[src/rtl/dg_merge_arb.sv]
// N-channel round-robin merge node with a DEPTH-entry output FIFO tagging each word with its source channel.
// Optional per-channel grant counters are built when DG_MERGE_CNT_EN is defined.
module dg_merge_arb #(
  parameter int NUM_CH = 4,
  parameter int DATA_W = 8,
  parameter int DEPTH  = 4,
  parameter int CNT_W  = 16
) (
  input  logic                       clk,
  input  logic                       rst_n,
  input  logic [NUM_CH-1:0]          in_valid,
  input  logic [NUM_CH*DATA_W-1:0]   in_data,
  output logic [NUM_CH-1:0]          in_ready,
  output logic                       out_valid,
  output logic [DATA_W-1:0]          out_data,
  output logic [$clog2(NUM_CH)-1:0]  out_ch,
  input  logic                       out_ready
`ifdef DG_MERGE_CNT_EN
  ,
  input  logic                       cnt_clr,
  output logic [NUM_CH*CNT_W-1:0]    grant_cnt
`endif
);

  localparam int CH_W = $clog2(NUM_CH);
  localparam int AW   = $clog2(DEPTH);
  localparam int PW   = AW + 1;

  logic [CH_W-1:0]   r_lg;
  logic [PW-1:0]     r_wr_ptr;
  logic [PW-1:0]     r_rd_ptr;
  logic [PW-1:0]     r_count;
  logic [DATA_W-1:0] r_mem_data [DEPTH];
  logic [CH_W-1:0]   r_mem_ch   [DEPTH];

  logic              w_en;
  logic              w_gnt_any;
  logic [CH_W-1:0]   w_gnt_idx;
  logic [NUM_CH-1:0] w_gnt;
  logic              w_push;
  logic              w_pop;

  // Grant is masked during reset so in_ready reads zero even though count is zero.
  always_comb begin
    w_en      = rst_n && (r_count < PW'(DEPTH));
    w_gnt_any = 1'b0;
    w_gnt_idx = '0;
    w_gnt     = '0;
    for (int unsigned k = 1; k <= unsigned'(NUM_CH); k++) begin
      int unsigned idx;
      idx = 32'(r_lg) + k;
      if (idx >= unsigned'(NUM_CH)) idx = idx - unsigned'(NUM_CH);
      if (!w_gnt_any && in_valid[idx]) begin
        w_gnt_any = 1'b1;
        w_gnt_idx = CH_W'(idx);
      end
    end
    if (w_en && w_gnt_any) w_gnt[w_gnt_idx] = 1'b1;
  end

  assign in_ready  = w_gnt;
  assign w_push    = w_en && w_gnt_any;
  assign w_pop     = (r_count != '0) && out_ready;
  assign out_valid = (r_count != '0);
  assign out_data  = r_mem_data[r_rd_ptr[AW-1:0]];
  assign out_ch    = r_mem_ch[r_rd_ptr[AW-1:0]];

  always_ff @(posedge clk or negedge rst_n) begin
    if (!rst_n) begin
      r_lg     <= CH_W'(NUM_CH - 1);
      r_wr_ptr <= '0;
      r_rd_ptr <= '0;
      r_count  <= '0;
      for (int unsigned i = 0; i < unsigned'(DEPTH); i++) begin
        r_mem_data[i] <= '0;
        r_mem_ch[i]   <= '0;
      end
    end else begin
      if (w_push) begin
        r_lg                        <= w_gnt_idx;
        r_mem_data[r_wr_ptr[AW-1:0]] <= in_data[w_gnt_idx*DATA_W +: DATA_W];
        r_mem_ch[r_wr_ptr[AW-1:0]]   <= w_gnt_idx;
        r_wr_ptr                    <= r_wr_ptr + 1'b1;
      end
      if (w_pop) r_rd_ptr <= r_rd_ptr + 1'b1;
      case ({w_push, w_pop})
        2'b10:   r_count <= r_count + 1'b1;
        2'b01:   r_count <= r_count - 1'b1;
        default: r_count <= r_count;
      endcase
    end
  end

`ifdef DG_MERGE_CNT_EN
  logic [CNT_W-1:0] r_cnt [NUM_CH];

  for (genvar g = 0; g < NUM_CH; g++) begin : g_cnt
    always_ff @(posedge clk or negedge rst_n) begin
      if (!rst_n) begin
        r_cnt[g] <= '0;
      end else if (cnt_clr) begin
        r_cnt[g] <= '0;
      end else if (w_gnt[g] && (r_cnt[g] != '1)) begin
        r_cnt[g] <= r_cnt[g] + 1'b1;
      end
    end
    assign grant_cnt[g*CNT_W +: CNT_W] = r_cnt[g];
  end
`else
  localparam int unused_cnt_w = CNT_W;
`endif

endmodule

[config.mk]
export PLATFORM = sky130hd
export DESIGN_NAME = dg_merge_arb
export DESIGN_NICKNAME = d
export VERILOG_FILES = /design/src/rtl/dg_merge_arb.sv
export SDC_FILE = /design/constraint.sdc
export NUM_CORES = 1
export LEC_CHECK = 0
export CORE_MARGIN = 2
export CORE_UTILIZATION = 49
export CTS_BUF_LIST = sky130_fd_sc_hd__clkbuf_16
export CTS_CLUSTER_SIZE = 20
export DETAILED_ROUTE_END_ITERATION = 10
export HOLD_SLACK_MARGIN = 0.06
export PLACE_DENSITY = 0.77
export SLEW_MARGIN = 25
export SYNTH_ARGS = -nofsm -noshare
export SYNTH_HDL_FRONTEND = slang
export SYNTH_SLANG_ARGS = --single-unit
[constraint.sdc]
create_clock -name clk -period 2.7 [get_ports clk]
set_input_delay 0.27 -clock clk [delete_from_list [all_inputs] [get_ports clk]]
set_output_delay 0.27 -clock clk [all_outputs]
set_load 0.03 [all_outputs]
==> impl_results.rst, run 1 <==
.. list-table::
   :header-rows: 1

   * - Metric
     - Value
   * - Root buffer cell
     - clkbuf_16
   * - Worst-Skew Late Latency
     - 0.28 ns
   * - Final critical delay including setup and external delays
     - 2.33 ns
   * - Number of antenna repair diodes
     - 0
   * - Worst slew margin
     - 58.4%
   * - Number of vias per cell after detailed routing
     - 6.07
   * - Kind of capture point of the worst setup path
     - flip-flop
   * - Count of unresolved DRC violations after routing
     - 0
   * - Slew Viols, Final
     - 0
   * - Post-synthesis cell area
     - 2620 µm²
   * - Count leader, synth
     - dfrtp_1
   * - RSZ-0062 raised after global routing
     - no
   * - Cell type contributing the most total cell area after synthesis
     - dfrtp_1
   * - Slew at the pin closest to its max-slew limit
     - 0.624 ns
   * - Input/output buffers
     - 53
   * - Number of nets with antenna violations after detailed routing
     - 0
   * - Placeable core region
     - 5140 µm²
   * - Drt pass-1 iters
     - 4
   * - Most frequent cell on the critical path
     - xor2_1
   * - Number of sinks on the clock net
     - 49
   * - Total number of placement rows
     - 26
   * - Final Hold Vio Count
     - 0
   * - Post-placement cell count
     - 345
   * - Antenna violations before repair
     - 0
   * - Worst path buffer plus inverter count
     - 3
   * - Prevailing post-synth register cell
     - dfrtp_1
   * - Total gr overflow
     - 0
   * - Utilization after layout
     - 66.7%
   * - Via count of the first global-routing pass
     - 2193
   * - Total of fill cells in the finished design
     - 408
   * - Max-capacitance violation count
     - 0
   * - Number of nets in the finished design
     - 327
   * - Type of the setup path with the least slack
     - input pin to flip-flop
   * - Top-area cell type share of the netlist area
     - 45.0%
   * - Average wire per standard cell
     - 19.4 µm
   * - Post-CTS sizing
     - 0
   * - Aggregate negative setup slack
     - 0 ns
   * - Via count of the routed design
     - 2141
   * - Average instance area after synthesis
     - 11.9 µm²
   * - Status
     - finished clean
   * - Maximum number of pins on one net before global-route repair
     - 50
   * - Worst IR Drop VDD
     - 0.621 mV
   * - Post-layout power
     - 4.20 mW
   * - Die extent in x
     - 77.1 µm
   * - PD cells
     - 1220 nW/µm²
   * - Number of design-rule violations left by the first detailed-router iteration
     - 193
   * - Worst Setup Start Kind
     - input pin
   * - Ratio of final minimum period to clock period
     - 86.4%
   * - Worst-path cell with the longest stage delay
     - or4_1
   * - Die Span Y
     - 77.1 µm
   * - Max Clock Skew
     - 0.00263 ns
   * - Synthesized netlist net count
     - 265
   * - Total of warnings raised by yosys
     - 0
   * - Area growth from synthesis to layout
     - 31.1%
   * - All-layer global routing usage
     - 24.8%
   * - Post-synth EDFFs
     - 0
   * - Delay contributed by the slowest stage of the critical path
     - 0.51 ns
   * - Clock buffer depth
     - 2
   * - HPWL after DPL
     - 4500 µm
   * - Area of the multi-input gates
     - 1290 µm²
   * - Postcts setup bufs
     - 0
   * - Cell family contributing the most delay on the critical path
     - simple AND/OR/NAND/NOR gates
   * - Cell Count, Final, Fillers Out
     - 353
   * - Achievable Freq
     - 0.429 GHz
   * - Share of synthesized area occupied by flip-flops and latches
     - 47.0%
   * - Cell types with the largest area share after synthesis
     - dfrtp_1, o221ai_1, mux4_2
   * - Number of cells produced by synthesis
     - 220
   * - Number of buffers created by CTS
     - 5
   * - TritonCTS clock tree
     - done
   * - Pleak
     - 1.51 nW
   * - Most instantiated cells after synthesis
     - dfrtp_1, nand2_1, o221ai_1, mux2i_1, mux4_2
   * - Worst-path clk slew
     - 0.07 ns
   * - Proportion of register bits with asynchronous set or reset after synthesis
     - 100%
   * - I/O pins
     - 54
   * - H-Tree Level Count
     - 2
   * - Storage element area
     - 1230 µm²
   * - Count of final setup violators
     - 0
   * - Global-route wire length before repair
     - 11500 µm
   * - Starting density of the core
     - 50.9%
   * - Routed Wire Length
     - 6840 µm
   * - Fraction of layout cells with a size suffix above 1
     - 17.3%
   * - Worst hold path type
     - input pin to async pin
   * - Final RePlAce weighted congestion
     - 0.805
   * - Hold_buf cts
     - 0
   * - Signal arrival time at the worst endpoint
     - 2.55 ns
   * - Die area
     - 5940 µm²
   * - Number of distinct library cell variants in the gate-level netlist after synthesis
     - 36
   * - Flip-flop and latch count after synthesis
     - 49
   * - Critical Path, Cell by Cell
     - clkdlybuf4s50_1 > or4_1 > and3b_1 > inv_2 > ha_1 > inv_1 > fa_1 > xor2_1 > nor2_1 > xor2_1
   * - Max FO, Critical Path
     - 5
   * - CP required
     - 2.91 ns
==> flip-flops by register name, summed over array words and instances, names as in the netlist <==
signal      flops
r_count         3
r_mem_ch        8
r_rd_ptr        2
r_wr_ptr        2
r_mem_data     32
r_lg            2
==> final timing paths <==
path | endpoint | slack, ns | start | depth (start not counted)
max | r_count[2]$_DFFE_PN0P_ | 0.37 | in_valid[0] | 10
min | r_mem_data[29]$_DFFE_PN0P_ | 0.16 | rst_n | 2
max reg2reg | r_mem_data[11]$_DFFE_PN0P_ | 0.43 | r_lg[1]$_DFFE_PN1P_ | 5
min reg2reg | r_mem_data[10]$_DFFE_PN0P_ | 0.48 | r_mem_data[10]$_DFFE_PN0P_ | 2
max in group asynchronous | r_mem_data[3]$_DFFE_PN0P_ | 2.12 | rst_n | 2
min in group clk | r_mem_data[10]$_DFFE_PN0P_ | 0.48 | r_mem_data[10]$_DFFE_PN0P_ | 2
==> stage by stage <==
stage | worst slack (ns) | area (µm²) | hold slack, ns
3_3_place_gp | 0.119 | 3240 | 0.455
5_1_grt | 0.207 | 3430 | 0.208
2_1_floorplan | 0.337 | 2620 | -0.0256
3_5_place_dp | 0.0718 | 3240 | 0.464
6_report | 0.366 | 3430 | 0.158
4_1_cts | 0.374 | 3430 | 0.193
==> report_power, final <==
group	switching, mW	internal, mW	leakage, nW
combinational	1.11	0.966	0.809
clock	0.266	0.529	0.0938
sequential	0.238	1.09	0.608
==> kinds of logic (layout without fill, tap and decap cells) <==
group	Yosys count	count (layout)	share of synthesized area, %
AOI/OAI and AO/OA	42	42	13.3
xor gates and xnor gates	6	6	2.01
adders and majority gates	6	6	3.16
buffers and inverters	17	80	3.83
DFF	49	49	47.0
muxes	32	32	17.2
and+or+nand+nor	68	68	13.5
==> final cells by class <==
| cell class | count | share of cell area, % |
|---|---|---|
| multi-input combinational | 154 | 37.5 |
| sequential | 49 | 35.8 |
| timing repair buffer | 63 | 17.6 |
| clock buffer | 5 | 3.65 |
| tap | 70 | 2.55 |
| clock inverter | 3 | 1.90 |
| inverter | 9 | 0.985 |
==> cells in the final DEF (no fill, tap or decap), drive strengths merged, types with 2 or more instances in the layout <==
| master | netlist | final |
|---|---|---|
| clkdlybuf4s50 | 0 | 48 |
| nand2 | 48 | 48 |
| dfrtp | 47 | 47 |
| o221ai | 32 | 32 |
| mux2i | 18 | 18 |
| buf | 7 | 15 |
| mux4 | 10 | 10 |
| inv | 9 | 9 |
| nand3 | 8 | 8 |
| ha | 5 | 5 |
| clkbuf | 1 | 5 |
| o21ai | 4 | 4 |
| mux2 | 4 | 4 |
| nor2 | 3 | 3 |
| xor2 | 3 | 3 |
| xnor2 | 3 | 3 |
| nand2b | 2 | 2 |
| nor3 | 2 | 2 |
| bufinv | 0 | 2 |
| dfstp | 2 | 2 |
==> worst register-to-register path: stages, from the launching register on <==
cell	delay, ns
dfstp_2	0.57
mux2i_1	0.18
o22ai_1	0.12
a21oi_1	0.46
nand3_1	0.48
o221ai_1	0.36
==> layer usage <==
layer  GRT usage [%]  up-vias  part of all wire [%]
li1                -      965                     -
met1            34.0     1070                    40
met2            40.9      101                    50
met3            5.76        5                   8.8
met4            4.64        0                  0.56
met5               0        -                     0
Power figures use the tool's default switching activity.
==> run 2: changes to the inputs <==
CELL_PAD_IN_SITES_DETAIL_PLACEMENT = 1   (was not set)
CELL_PAD_IN_SITES_GLOBAL_PLACEMENT = 1   (was not set)
CORE_UTILIZATION = 40   (was 49)
PLACE_DENSITY = not set   (was 0.77)
PLACE_DENSITY_LB_ADDON = 0.1   (was not set)
==> impl_results.rst, run 2 (synthesis gave the netlist of run 1 again) <==
.. list-table::
   :header-rows: 1

   * - Metric
     - Value
   * - Hold_buf cts
     - 0 (unchanged)
   * - Fraction of layout cells with a size suffix above 1
     - 16.7% (-0.65 points)
   * - Global-route wire length before repair
     - 12600 µm (+9.6%)
   * - Global-route layer with the greatest usage
     - met2
   * - Commonest non-fill, non-tap cell in the layout
     - clkdlybuf4s50_1
   * - Total gr overflow
     - 0 (unchanged)
   * - I/O pins
     - 54 (unchanged)
   * - Worst-Skew Late Latency
     - 0.29 ns (about the same)
   * - Number of vias per cell after detailed routing
     - 5.99 (-1.2%)
   * - Most frequent cell on the critical path
     - xor2_1
   * - Clock buffer depth
     - 2 (unchanged)
   * - Delay contributed by the slowest stage of the critical path
     - 0.50 ns (about the same)
   * - Signal arrival time at the worst endpoint
     - 2.59 ns (+0.04 ns)
   * - Die Span Y
     - 84.9 µm (+10%)
   * - Worst hold path type
     - input pin to async pin
   * - Cell family contributing the most delay on the critical path
     - simple AND/OR/NAND/NOR gates
   * - Worst path buffer plus inverter count
     - 3 (unchanged)
   * - Pleak
     - 1.48 nW (-1.8%)
   * - Placeable core region
     - 6350 µm² (+24%)
   * - Final hold slack
     - 0.175 ns (+0.0168 ns)
   * - Worst-path cell with the longest stage delay
     - or4_1
   * - Status
     - finished clean
   * - All-layer global routing usage
     - 22.8% (-2.0 points)
   * - Count of final setup violators
     - 0 (unchanged)
   * - Final worst-path setup slack
     - 0.320 ns (-0.0460 ns)
   * - Routed Wire Length
     - 7630 µm (+12%)
   * - Met1 usage
     - 31.0% (-2.9 points)
   * - Postcts setup bufs
     - 0 (unchanged)
   * - Largest register FFs
     - 32 (unchanged)
   * - Kind of capture point of the worst setup path
     - flip-flop
   * - Starting density of the core
     - 41.2% (-9.7 points)
   * - Average wire per standard cell
     - 21.3 µm (+9.7%)
   * - CP required
     - 2.91 ns (about the same)
   * - Drt pass-1 iters
     - 5 (+1)
   * - Final critical delay including setup and external delays
     - 2.38 ns (+0.0460 ns)
   * - Achievable Freq
     - 0.420 GHz (-1.9%)
   * - RSZ-0062 raised after global routing
     - no
   * - Max-capacitance violation count
     - 0 (unchanged)
   * - Count of unresolved DRC violations after routing
     - 0 (unchanged)
   * - Storage element area
     - 1230 µm² (unchanged)
   * - Final Hold Vio Count
     - 0 (unchanged)
   * - Met2 track utilization from global routing
     - 37.7% (-3.2 points)
   * - Most used cells in the layout excluding fill and tap cells
     - clkdlybuf4s50_1, dfrtp_1, nand2_1
   * - Slew at the pin closest to its max-slew limit
     - 0.646 ns (+0.0216 ns)
   * - Area of the multi-input gates
     - 1290 µm² (unchanged)
   * - Die extent in x
     - 84.9 µm (+10%)
   * - Ratio of final minimum period to clock period
     - 88.1% (+1.7 points)
   * - Post-layout power
     - 4.02 mW (-4.2%)
   * - Number of antenna repair diodes
     - 0 (unchanged)
   * - Via count of the routed design
     - 2151 (+0.47%)
   * - Number of sinks on the clock net
     - 49 (unchanged)
   * - Number of nets in the finished design
     - 326 (-0.31%)
   * - Post-CTS sizing
     - 0 (unchanged)
   * - Worst IR Drop VDD
     - 0.577 mV (-7.1%)
   * - Worst slew margin
     - 57.0% (-1.4 points)
   * - TritonCTS clock tree
     - done
   * - Slew Viols, Final
     - 0 (unchanged)
   * - Area growth from synthesis to layout
     - 29.4%
   * - H-Tree Level Count
     - 2 (unchanged)
   * - Total number of placement rows
     - 29 (+12%)
   * - Aggregate negative setup slack
     - 0 ns (unchanged)
   * - Max FO, Critical Path
     - 5 (unchanged)
   * - Number of design-rule violations left by the first detailed-router iteration
     - 127 (-34%)
   * - Die area
     - 7200 µm² (+21%)
   * - Worst Setup Start Kind
     - input pin
   * - Register containing the most flip-flops in the final layout
     - r_mem_data
   * - Critical Path, Cell by Cell
     - clkdlybuf4s50_1 > or4_1 > and3b_1 > inv_2 > ha_1 > inv_1 > fa_1 > xor2_1 > nor2_1 > xor2_1
   * - Input/output buffers
     - 53 (unchanged)
   * - Worst-path clk slew
     - 0.07 ns (about the same)
   * - Number of nets with antenna violations after detailed routing
     - 0 (unchanged)
   * - Number of buffers created by CTS
     - 5 (unchanged)
   * - Largest registers
     - r_mem_data x32, r_mem_ch x8, r_count x3
   * - HPWL after DPL
     - 5270 µm (+17%)
   * - Setup WS pre-CTS
     - -0.00244 ns (-0.0742 ns)
   * - Root buffer cell
     - clkbuf_16
   * - Grt met3 use
     - 4.38% (-1.4 points)
   * - Type of the setup path with the least slack
     - input pin to flip-flop
   * - Total of fill cells in the finished design
     - 669 (+64%)
   * - Maximum number of pins on one net before global-route repair
     - 50 (unchanged)
   * - Final RePlAce weighted congestion
     - 0.764 (-5.0%)
   * - Max Clock Skew
     - 0.00500 ns (+0.00238 ns)
   * - Antenna violations before repair
     - 0 (unchanged)
   * - Via count of the first global-routing pass
     - 2273 (+3.6%)
   * - PD cells
     - 1190 nW/µm² (-2.9%)
==> run 2: cell count changes in the layout (fill, tap and decap cells not counted) <==
cell       change
buf_4          -1
bufinv_16      -2
clkinv_1       +1
clkinv_4       +1
==> run 2: worst paths after layout <==
kind / from / endpoint / slack, ns / depth (start not counted)
max: in_valid[0] / r_count[2]$_DFFE_PN0P_ / 0.32 / 10
min: rst_n / r_mem_data[29]$_DFFE_PN0P_ / 0.18 / 2
max reg2reg: r_lg[1]$_DFFE_PN1P_ / r_mem_data[16]$_DFFE_PN0P_ / 0.48 / 5
min reg2reg: r_mem_data[24]$_DFFE_PN0P_ / r_mem_data[24]$_DFFE_PN0P_ / 0.49 / 2
max in group asynchronous: rst_n / r_mem_data[14]$_DFFE_PN0P_ / 2.08 / 2
min in group clk: r_mem_data[24]$_DFFE_PN0P_ / r_mem_data[24]$_DFFE_PN0P_ / 0.49 / 2
==> run 2: area by class of cell <==
| class | instances | share of cell area (%) |
|---|---|---|
| Multi-Input combinational cell | 154 | 38.0 |
| Sequential cell | 49 | 36.3 |
| Timing Repair Buffer | 62 | 17.6 |
| Clock buffer | 5 | 3.70 |
| Tap cell | 77 | 2.85 |
| Inverter | 9 | 0.999 |
| Clock inverter | 3 | 0.518 |
==> run 2: report_power, final <==
part | total, mW | leakage, nW | switching, mW | internal (mW)
registers | 1.33 | 0.608 | 0.242 | 1.09
clock network | 0.622 | 0.0712 | 0.282 | 0.341
logic | 2.07 | 0.804 | 1.12 | 0.952
==> run 2: stage by stage <==
stage / util (%) / cell area, µm² / std cells
2_1_floorplan: - / 2620 / 220
3_3_place_gp: 51.0 / 3240 / 351
3_5_place_dp: 51.0 / 3240 / 351
4_1_cts: 53.3 / 3380 / 359
5_1_grt: 53.3 / 3380 / 359
6_report: 53.3 / 3380 / 359
==> run 2: routing by layer <==
metal  vias to the layer above  part of all wire (%)
met5                         -                     0
met4                         0                  0.72
met3                         8                   5.1
met2                        66                    49
met1                      1121                    45
li1                        956                     -
